<file path="src/rtl/pipe_ctrl.sv">
// Pipeline hazard and status controller for a five-stage pipeline.
// Detects load-use, mispredict, return and exception conditions, drives the
// per-stage stall/bubble controls, and keeps saturating performance counters.
//
// state   | meaning
// --------+-----------------------------------------------------------
// S_RUN   | normal operation, M and W stage status both AOK
// S_DRAIN | exception sitting in M, waiting for it to reach W
// S_HALTED| exception reached W; pipeline frozen until reset
module pipe_ctrl #(
  parameter int BYTE_W = 4,
  parameter int WORD_W = 32
) (
  input  logic              clk,
  input  logic              rst,
  input  logic [BYTE_W-1:0] D_icode_i,
  input  logic [BYTE_W-1:0] E_icode_i,
  input  logic [BYTE_W-1:0] M_icode_i,
  input  logic [BYTE_W-1:0] E_dstM_i,
  input  logic [BYTE_W-1:0] d_srcA_i,
  input  logic [BYTE_W-1:0] d_srcB_i,
  input  logic              e_Cnd_i,
  input  logic [BYTE_W-1:0] m_stat_i,
  input  logic [BYTE_W-1:0] W_stat_i,
  output logic              F_stall_o,
  output logic              D_stall_o,
  output logic              W_stall_o,
  output logic              D_bubble_o,
  output logic              E_bubble_o,
  output logic              M_bubble_o,
  output logic              halted_o,
  output logic [BYTE_W-1:0] cpu_stat_o,
  output logic [WORD_W-1:0] cycle_cnt_o,
  output logic [WORD_W-1:0] lu_cnt_o,
  output logic [WORD_W-1:0] mp_cnt_o,
  output logic [WORD_W-1:0] ret_cnt_o
);

  localparam logic [BYTE_W-1:0] I_JXX    = BYTE_W'(7);
  localparam logic [BYTE_W-1:0] I_RET    = BYTE_W'(9);
  localparam logic [BYTE_W-1:0] I_MRMOVL = BYTE_W'(5);
  localparam logic [BYTE_W-1:0] I_POPL   = BYTE_W'(11);
  localparam logic [BYTE_W-1:0] R_NONE   = BYTE_W'(15);
  localparam logic [BYTE_W-1:0] S_AOK    = BYTE_W'(1);

  typedef enum logic [1:0] {
    S_RUN    = 2'd0,
    S_DRAIN  = 2'd1,
    S_HALTED = 2'd2
  } state_t;

  state_t            r_state;
  state_t            w_state_nxt;
  logic [BYTE_W-1:0] r_cpu_stat;
  logic [WORD_W-1:0] r_cycle_cnt;
  logic [WORD_W-1:0] r_lu_cnt;
  logic [WORD_W-1:0] r_mp_cnt;
  logic [WORD_W-1:0] r_ret_cnt;

  logic w_load_use;
  logic w_mispred;
  logic w_ret_pend;
  logic w_exc_m;
  logic w_exc_w;
  logic w_active;

  assign w_load_use = ((E_icode_i == I_MRMOVL) || (E_icode_i == I_POPL)) &&
                      (E_dstM_i != R_NONE) &&
                      ((E_dstM_i == d_srcA_i) || (E_dstM_i == d_srcB_i));
  assign w_mispred  = (E_icode_i == I_JXX) && !e_Cnd_i;
  assign w_ret_pend = (D_icode_i == I_RET) || (E_icode_i == I_RET) ||
                      (M_icode_i == I_RET);
  assign w_exc_m    = (m_stat_i != S_AOK);
  assign w_exc_w    = (W_stat_i != S_AOK);
  assign w_active   = (r_state == S_RUN) || (r_state == S_DRAIN);

  // Saturating increment: a counter parked at all-ones stays there.
  function automatic logic [WORD_W-1:0] sat_inc(input logic [WORD_W-1:0] v,
                                                input logic en);
    return (en && (v != '1)) ? v + WORD_W'(1) : v;
  endfunction

  // State register and status latch captured on the edge into HALTED.
  always_ff @(posedge clk) begin
    if (rst) begin
      r_state    <= S_RUN;
      r_cpu_stat <= S_AOK;
    end else begin
      r_state <= w_state_nxt;
      if (w_active && w_exc_w) r_cpu_stat <= W_stat_i;
    end
  end

  // Next-state and control outputs; reset overrides everything with a flush.
  always_comb begin
    w_state_nxt = r_state;
    F_stall_o   = w_load_use | w_ret_pend;
    D_stall_o   = w_load_use;
    D_bubble_o  = w_mispred | (w_ret_pend & ~w_load_use);
    E_bubble_o  = w_mispred | w_load_use;
    M_bubble_o  = w_exc_m | w_exc_w;
    W_stall_o   = w_exc_w;
    case (r_state)
      S_RUN: begin
        if (w_exc_w)      w_state_nxt = S_HALTED;
        else if (w_exc_m) w_state_nxt = S_DRAIN;
      end
      S_DRAIN: begin
        if (w_exc_w) w_state_nxt = S_HALTED;
      end
      S_HALTED: begin
        F_stall_o  = 1'b1;
        D_stall_o  = 1'b1;
        W_stall_o  = 1'b1;
        M_bubble_o = 1'b1;
        D_bubble_o = 1'b0;
        E_bubble_o = 1'b0;
      end
      default: w_state_nxt = S_RUN;
    endcase
    if (rst) begin
      F_stall_o  = 1'b0;
      D_stall_o  = 1'b0;
      W_stall_o  = 1'b0;
      D_bubble_o = 1'b1;
      E_bubble_o = 1'b1;
      M_bubble_o = 1'b1;
    end
  end

  // Performance counters advance only while the pipeline is live.
  always_ff @(posedge clk) begin
    if (rst) begin
      r_cycle_cnt <= '0;
      r_lu_cnt    <= '0;
      r_mp_cnt    <= '0;
      r_ret_cnt   <= '0;
    end else if (w_active) begin
      r_cycle_cnt <= sat_inc(r_cycle_cnt, 1'b1);
      r_lu_cnt    <= sat_inc(r_lu_cnt, w_load_use);
      r_mp_cnt    <= sat_inc(r_mp_cnt, w_mispred);
      r_ret_cnt   <= sat_inc(r_ret_cnt, w_ret_pend);
    end
  end

  assign halted_o    = (r_state == S_HALTED);
  assign cpu_stat_o  = r_cpu_stat;
  assign cycle_cnt_o = r_cycle_cnt;
  assign lu_cnt_o    = r_lu_cnt;
  assign mp_cnt_o    = r_mp_cnt;
  assign ret_cnt_o   = r_ret_cnt;

endmodule
</file>
<file path="config.mk">
export PLATFORM = sky130hd
export DESIGN_NAME = pipe_ctrl
export DESIGN_NICKNAME = d
export VERILOG_FILES = /design/src/rtl/pipe_ctrl.sv
export SDC_FILE = /design/constraint.sdc
export NUM_CORES = 1
export LEC_CHECK = 0
export CORE_MARGIN = 2
export CORE_UTILIZATION = 50
export CTS_CLUSTER_DIAMETER = 120
export DETAILED_ROUTE_END_ITERATION = 6
export PLACE_DENSITY = 0.81
export SYNTH_ARGS = -nofsm -noshare
export SYNTH_HDL_FRONTEND = slang
export SYNTH_SLANG_ARGS = --single-unit
</file>
<file path="constraint.sdc">
create_clock -name clk -period 2.69 [get_ports clk]
set_clock_uncertainty 0.2 [all_clocks]
set_input_delay 0.269 -clock clk [delete_from_list [all_inputs] [get_ports clk]]
set_output_delay 0.269 -clock clk [all_outputs]
set_load 0.02 [all_outputs]
</file>
Word level (Yosys, flattened, before mapping)
Cells that the tools add are included.
{ "totals": {"wordCells": 71, "regBits": 134, "output_inout_bits": 139, "in_bits": 35} }
{ "classes": {"addsub": 4, "eq_ne": 19, "muxes": 16, "bitwise": 7, "reduce_logical": 19} }
{ "op_table": {"columns": ["cell", "count"], "rows": [
  ["adder 32 x 1 -> 32 bit, second input constant", 4],
  ["inequality test 32 bit, second input constant", 4],
  ["== test 4 bit, second input constant", 4],
  ["two-way mux 1 bit", 12],
  ["== test 4 x 3 -> 1 bit, second input constant", 2],
  ["== test 4 bit", 2],
  ["inequality test 4 x 1 -> 1 bit, second input constant", 2],
  ["AND reduction 2 bit", 4],
  ["logical AND 1 bit", 7],
  ["two-way mux 2 bit", 3],
  ["case mux 2 bit (3 select lines)", 1],
  ["logical OR 1 bit", 5],
  ["inequality test 4 bit, second input constant", 1],
  ["bitwise OR 1 bit", 4],
  ["inequality test 3 bit, second input constant", 1],
  ["AND reduction 3 bit", 1],
  ["== test 2 x 1 -> 1 bit, second input constant", 1],
  ["== test 2 bit, second input constant", 1],
  ["zero test 2 bit", 1],
  ["inequality test 2 bit, second input constant", 1],
  ["NOT 1 bit", 2],
  ["AND 1 bit", 1],
  ["zero test 1 bit", 1]
]} }

Longest topological paths before layout
{ "depth": {"depth_word": 9, "mapped_depth": 8, "depth_no_buf": 6} }

Worst setup path after synthesis
Ideal clock, no wire load.
{ "synth_timing": {"path_kind": "register to register", "startpoint": "reg r_mp_cnt[0], in the netlist mp_cnt_o[0]", "endpoint": "reg r_mp_cnt[1], in the netlist mp_cnt_o[1]", "required_time_ns": 2.362, "setup_time_ns": 0.128, "path_slack_ns": 0.141, "n_path_buf": 2, "t_arrival_ns": 2.221, "period_less_slack_ns": 2.549, "stages_incl_launch_ff": 9, "path_cell_list": "dfxtp_1 ha_1 nand2_1 or4_4 o31ai_4 buf_4 buf_4 mux2i_1 nor2_1"} }
{ "synth_between": {"elab_chain_cells": 3, "word_cells_on_any_way": 4, "cone_classes": "add/sub (1); eq/ne (1); reduce/logical (2)"} }
{ "synth_lines": {"columns": ["item", "line_no", "rtl"], "rows": [
  ["start, declared", "57", "logic [WORD_W-1:0] r_mp_cnt;"],
  ["start signal, assigned", "141", "r_mp_cnt <= sat_inc(r_mp_cnt, w_mispred);"],
  ["branches (longest 3 deep; another with adder 32 x 1 -> 32 bit)", null, null]
]} }
Parallel ways; which one is timed is not known.
A chain may end at the register's enable or synchronous reset.

Final worst setup path
{ "layout_timing": {"startpoint": "in E_dstM_i[1]", "endpoint": "out D_stall_o"} }
{ "layout_between": {"elab_chain_cells": 5, "word_cells_on_any_way": 8, "cone_classes": "eq/ne (3); mux (2); reduce/logical (3)"} }
{ "layout_lines": {"columns": ["item", "line_no", "rtl"], "rows": [
  ["start, declared", "19", "input logic [BYTE_W-1:0] E_dstM_i,"],
  ["inequality test 4 bit or == test 4 bit (tied branches)", "68, 69", null],
  ["logical AND 1 bit or logical OR 1 bit (tied branches)", "67, 69", null],
  ["logical AND 1 bit *", "68", "(E_dstM_i != R_NONE) &&"],
  ["two-way mux 1 bit *", "103", "case (r_state)"],
  ["two-way mux 1 bit *", "121", "if (rst) begin"],
  ["end, declared", "26", "output logic D_stall_o,"]
]} }
Mark *: on every way between the ends. The rest lies on a longest branch, timed or not.

==> impl_metrics.env <==
export IMPL_wire_per_inst_um=16.6
export IMPL_worst_pin_slew_ns=0.614
export IMPL_worst_setup_path_end_kind="output port"
export IMPL_ys_warn_count=0
export IMPL_fin_area_mm2=0.0101
export IMPL_switching_share_pct=22.5
export IMPL_power_leakage_nw=3.21
export IMPL_grt_use_total_pct=27.2
export IMPL_final_common_cell="clkdlybuf4s50_1"
export IMPL_ys_seq_elements=134
export IMPL_crit_arrival_ns=2.16
export IMPL_ys_async_sr_fraction_pct=0
export IMPL_pwr_share_comb_pct=6.4
export IMPL_vdd_ir_drop_max_mv=0.404
export IMPL_grt_pass1_wl_mm=33.6
export IMPL_syn_avg_cell_area_um2=8.32
export IMPL_io_pins=174
export IMPL_clkPwrFrac_pct=50.5
export IMPL_antenna_found_initial=0
export IMPL_vias=7757
export IMPL_ant_nets=0
export IMPL_max_freq_mhz=381
export IMPL_worst_setup_path_start_kind="input port"
export IMPL_place_hpwl_mm=14.9
export IMPL_globalplace_congestion=0.929
export IMPL_portBuffers=173
export IMPL_ys_types=69
export IMPL_cp_max_fo=5
export IMPL_vias_per_cell=6.06
export IMPL_cap_violations=0
export IMPL_crit_required_ns=2.22
export IMPL_cts_max_level=4
export IMPL_drc=0
export IMPL_dr_pass1_iters=5
export IMPL_rsz0062_at_grt="false"
export IMPL_pwr_density_cell_mw_per_mm2=461
export IMPL_cts_tree="done"
export IMPL_setup_viol=0
export IMPL_grt_pass1_vias=6970
export IMPL_rows=43
export IMPL_power_switching_mw=1.05
export IMPL_start_util_pct=51.5
export IMPL_worstSkewPairLatency_ns=0.42
export IMPL_ys_flop_type="dfxtp_1"
export IMPL_clock_sinks=134
export IMPL_power_frac_seq_pct=43.1
export IMPL_drive_above_1_share_pct=13.6
export IMPL_criticalPathCategory="in2out"
export IMPL_die_w_um=124
export IMPL_root_buffer="clkbuf_16"
export IMPL_grt_ovfl_total=0
export IMPL_syn_nets=905
export IMPL_synth_edf_count=0
export IMPL_period_needed_ns=2.63
export IMPL_drt_initial_drc_count=668
export IMPL_layout_common_cells="clkdlybuf4s50_1 (168), dfxtp_1 (134), a21oi_1 (84)"
export IMPL_clk_path_buf_depth=2
export IMPL_finalCritPeriodShare_pct=97.7
export IMPL_intPower_mw=3.62
export IMPL_numCtsBuffers=17
export IMPL_utilization_pct=72.5
export IMPL_postCtsSetupBuffers=0
export IMPL_place_area_mm2=0.00951
export IMPL_clk_pin_slew_worst_paths_ns=0.05
export IMPL_hold_violations=0
export IMPL_syn_area_mm2=0.00721
export IMPL_grt_max_degree=104
export IMPL_relSlewSlack_pct=58.9
export IMPL_die_h_um=124
export IMPL_synthCells=866
export IMPL_cts_hold_buf=0
export IMPL_antennaDiodeCount=0
export IMPL_fin_nets=1126
export IMPL_core_area_mm2=0.0140
export IMPL_holdCritPathClass="in2reg"
export IMPL_slew_viol_final=0
export IMPL_syn2layout_area_growth_pct=40.6
export IMPL_postRouteWirelength_mm=21.3
export IMPL_status="finished, final reports clean"
export IMPL_ys_seq_area_share_pct=37.2
export IMPL_dieArea_mm2=0.0154
[cell usage after synthesis (3+ instances only)]
library cell,n,share of area (%)
dfxtp_1,134,37
a21oi_1,84,5.8
nor2_1,77,4.0
nand2_1,49,2.6
nand3_1,48,3.3
o31ai_1,46,4.8
or4_1,46,4.8
nand4_1,34,3.0
or3_1,33,2.9
clkbuf_1,29,1.5
o21ai_0,27,1.9
inv_1,25,1.3
nor4_1,22,1.9
xnor2_1,21,2.6
nor2b_1,19,1.6
mux2_2,18,2.8
nor3_1,16,1.1
xor2_1,12,1.5
and4_1,10,1.2
a211oi_1,7,0.73
or2_2,7,0.61
and3_1,6,0.52
o2111ai_1,6,0.73
nor4b_1,5,0.61
o41ai_1,5,0.61
a21o_1,4,0.42
buf_2,4,0.28
ha_1,4,0.69
a22oi_1,3,0.31
and2_1,3,0.26
mux2i_1,3,0.42
nor4_2,3,0.52
nor4bb_1,3,0.42
or4_4,3,0.47
or4b_2,3,0.42
[power by group through the flow]
| stage | sequential [mW] | combinational, mW | clock [mW] |
|---|---|---|---|
| 5_1_grt | 2.01 | 0.320 | 2.46 |
| 3_3_place_gp | 2.05 | 0.292 | 0 |
| 4_1_cts | 2.01 | 0.297 | 2.37 |
| 3_5_place_dp | 2.05 | 0.296 | 0 |
| 6_report | 2.01 | 0.299 | 2.36 |
| 2_1_floorplan | 2.07 | 0.125 | 0 |
[sequential cells by signal, summed over array words and instances (netlist names)]
register / count
mp_cnt_o: 32
cycle_cnt_o: 32
lu_cnt_o: 32
cpu_stat_o: 4
ret_cnt_o: 32
r_state: 2
[what timing repair did]
item                                    in CTS  in global routing
resized for setup                            3                 10
hold endpoints to repair                     0                  0
endpoints found under the setup margin       4                  5
cloned                                       0                  0
[stage by stage]
stage / TNS (ns) / power [mW] / worst slack, ns / cells / hold WS (ns)
after floorplan: 0 / 2.19 / 0.141 / 866 / 0.203
after global placement: -5.92 / 2.35 / -0.394 / 1248 / 0.237
after detailed placement: -6.93 / 2.35 / -0.429 / 1248 / 0.243
after CTS: -0.383 / 4.68 / -0.240 / 1280 / 0.109
after global routing: 0 / 4.79 / 0.00482 / 1280 / 0.152
final: 0 / 4.67 / 0.0630 / 1280 / 0.108
[cell type report]
cell class | count | area [um^2]
multi-input combinational | 669 | 4290
fill | 1100 | 3850
sequential | 134 | 2680
timing repair buffer | 240 | 2240
clock buffer | 25 | 505
tap | 180 | 225
inverter | 25 | 93.8
clock inverter | 7 | 92.6
[final timing paths]
kind	from	to	slack [ns]	depth (start not counted)
min	rst	cpu_stat_o[0]$_SDFFE_PP1P_	0.11	3
max reg2reg	ret_cnt_o[1]$_SDFFE_PP0P_	ret_cnt_o[24]$_SDFFE_PP0P_	0.19	6
min reg2reg	r_state[0]$_SDFFE_PP0P_	r_state[0]$_SDFFE_PP0P_	0.25	2
max	E_dstM_i[1]	D_stall_o	0.06	7
[layer usage]
metal | global-route usage (%) | share of wire [%] | vias up | wire, um
met5 | 0 | 0 | - | 0
met1 | 35.7 | 44 | 3679 | 9290
met4 | 9.20 | 2.0 | 0 | 423
li1 | - | - | 3759 | -
met2 | 44.1 | 47 | 285 | 10000
met3 | 6.04 | 7.5 | 34 | 1600
[logic make-up after synthesis]
| logic type | after synthesis | share of synthesized area, % |
|---|---|---|
| AND/OR/NAND/NOR | 407 | 33.0 |
| AO/OA/AOI/OAI | 203 | 18.0 |
| flip-flops | 134 | 37.2 |
| buffers and inverters | 63 | 3.65 |
| XOR/XNOR | 33 | 4.01 |
| multiplexers | 22 | 3.39 |
| adder cells (fa/ha/maj) | 4 | 0.694 |
[worst max-delay path, cell delays in order]
cell and delay, ns:
clkdlybuf4s50_1 0.51, xor2_1 0.23, nor4_4 0.32, o21ai_1 0.19
buf_4 0.17, a21oi_1 0.13, dlygate4sd2_1 0.36
(Power assumes the default switching activity.)
==> RTL change: new RTL, config.mk and constraints unchanged <==
Put one more register stage on the output `ret_cnt_o`, cleared by the reset. The value now appears one clock later. The other outputs are not delayed to match.
--- a/src/rtl/pipe_ctrl.sv
+++ b/src/rtl/pipe_ctrl.sv
@@ -149,5 +149,11 @@
   assign lu_cnt_o    = r_lu_cnt;
   assign mp_cnt_o    = r_mp_cnt;
-  assign ret_cnt_o   = r_ret_cnt;
+  always_ff @(posedge clk) begin
+    if (rst) begin
+      ret_cnt_o <= '0;
+    end else begin
+      ret_cnt_o <= r_ret_cnt;
+    end
+  end
 
 endmodule
Behaviour: not the same (Yosys sat finds a counterexample within 4 cycles, from zero or initial values and one cycle with rst high).
==> RTL change against the original RTL <==
  * Die area is 10% higher
  * Highest routed layer unchanged
  * Power is 14% higher
  * Setup slack worse by 0.021 ns
  * Sequential cell count is 32 higher
  * Cell area is 7.3% higher
  * Largest cell class unchanged
  * Critical path type unchanged
  * Wire length is 0.45% lower
  * Non-clock buffer count is 13 lower
  * Area after synthesis is 11% higher
  * Hold slack better by 0.048 ns
==> RTL change: results (changes against the original RTL) <==
Dpl hpwl - 14800 µm (-0.90%)
Top cells by area, synth - dfxtp_1 (42%), a21oi_1 (4.4%), nor2_1 (3.5%)
CP arrival - 2.18 ns (+0.02 ns)
Hold slack - 0.156 ns (+0.0481 ns)
Count of input and output buffers - 173 (unchanged)
Largest net degree at the start of global routing - 101 (-2.9%)
Worst path top cell family by delay - buffers and inverters
Most common library cells after synthesis - dfxtp_1 (166), nor2_1 (75), a21oi_1 (70)
Total track usage - 0.247 (-0.0246)
Mapped Nets - 956 (+5.6%)
Vias in the first global route - 7142 (+2.5%)
Setup crit end - M_bubble_o
Diode count - 0 (unchanged)
Min-Delay Path Class - primary input to flop
Via count - 7888 (+1.7%)
Synth Flop Type - dfxtp_1
Global-route wire length before repair - 34100 µm (+1.5%)
Share of cells above drive strength 1 - 0.114 (-0.0223)
Root buffer cell - clkbuf_16
Leakage power - 0.00374 µW (+16%)
Distinct cells, synth - 68 (-1.4%)
Fin nets - 1158 (+2.8%)
Reg2Reg Capture Point - r_ret_cnt[2]
Worst r2r src - r_ret_cnt[1]
Clk slew on worst S/H paths - 0.06 ns
Tcrit/Tclk final - 0.984 (+0.00767)
Initial drt markers - 554 (-17%)
Worst VDD drop - 0.406 mV (+0.67%)
Worst-path fanout max - 5 (unchanged)
WL/cell - 15.7 µm (-5.4%)
Post-placement cell area - 10200 µm² (+7.7%)
Max incr delay on CP - 0.61 ns (+0.10 ns)
Slew @ Worst Pin - 0.793 ns (+0.180 ns)
CTS H-Tree Depth - 4 (unchanged)
Worst slack, placed - -0.247 ns (+0.182 ns)
Sequential-to-total area share from yosys stat - 0.416 (+0.0439)
Worst R2R Path Depth - 7 (+1)
Status - complete, no violations
RD Place Congestion - 0.871 (-6.3%)
Critical path origin - W_stat_i[0]
-- RTL change: layer usage --
| metal | routed length [µm] | vias up | global-route usage | part of all wire |
|---|---|---|---|---|
| met1 | 9150 | 3714 | 0.313 | 0.43 |
| met2 | 10100 | 282 | 0.415 | 0.48 |
| met5 | 0 | - | 0 | 0 |
| met3 | 1430 | 43 | 0.0611 | 0.068 |
| li1 | - | 3849 | - | - |
| met4 | 495 | 0 | 0.0839 | 0.023 |
-- RTL change: power breakdown --
part / leakage (µW) / switching [µW] / total [µW] / internal, µW
clock network: 0.000292 / 1000 / 2540 / 1540
logic: 0.00211 / 151 / 280 / 129
registers: 0.00134 / 16.6 / 2490 / 2470
total: 0.00374 / 1170 / 5300 / 4140
-- RTL change: cell families after synthesis --
| kind of cell | count (synthesis) | synth area share |
|---|---|---|
| adders and majority gates | 4 | 0.00627 |
| xor gates and xnor gates | 30 | 0.0329 |
| buffers and inverters | 59 | 0.0321 |
| DFF | 166 | 0.416 |
| muxes | 27 | 0.0378 |
| and+or+nand+nor | 443 | 0.331 |
| AOI/OAI and AO/OA | 188 | 0.144 |
-- RTL change: stage by stage --
step / util / cells
4_1_cts: 0.689 / 1347
3_5_place_dp: 0.649 / 1315
6_report: 0.690 / 1347
2_1_floorplan: - / 917
5_1_grt: 0.690 / 1347
3_3_place_gp: 0.649 / 1315
-- RTL change: timing repair --
item                                    4_1_cts  5_1_grt
endpoints found under the setup margin        4        9
hold buffers                                  1        0
hold endpoints to repair                      1        0
cloned                                        0        0
gates resized for setup                       4        5
-- RTL change: final cells by class --
type,count,area (µm²)
sequential,166,3320
clock inverter,10,144
clock buffer,21,470
inverter,15,56.3
timing repair buffer,227,2180
multi-input combinational,692,4430
fill,1303,4890
tap,216,270
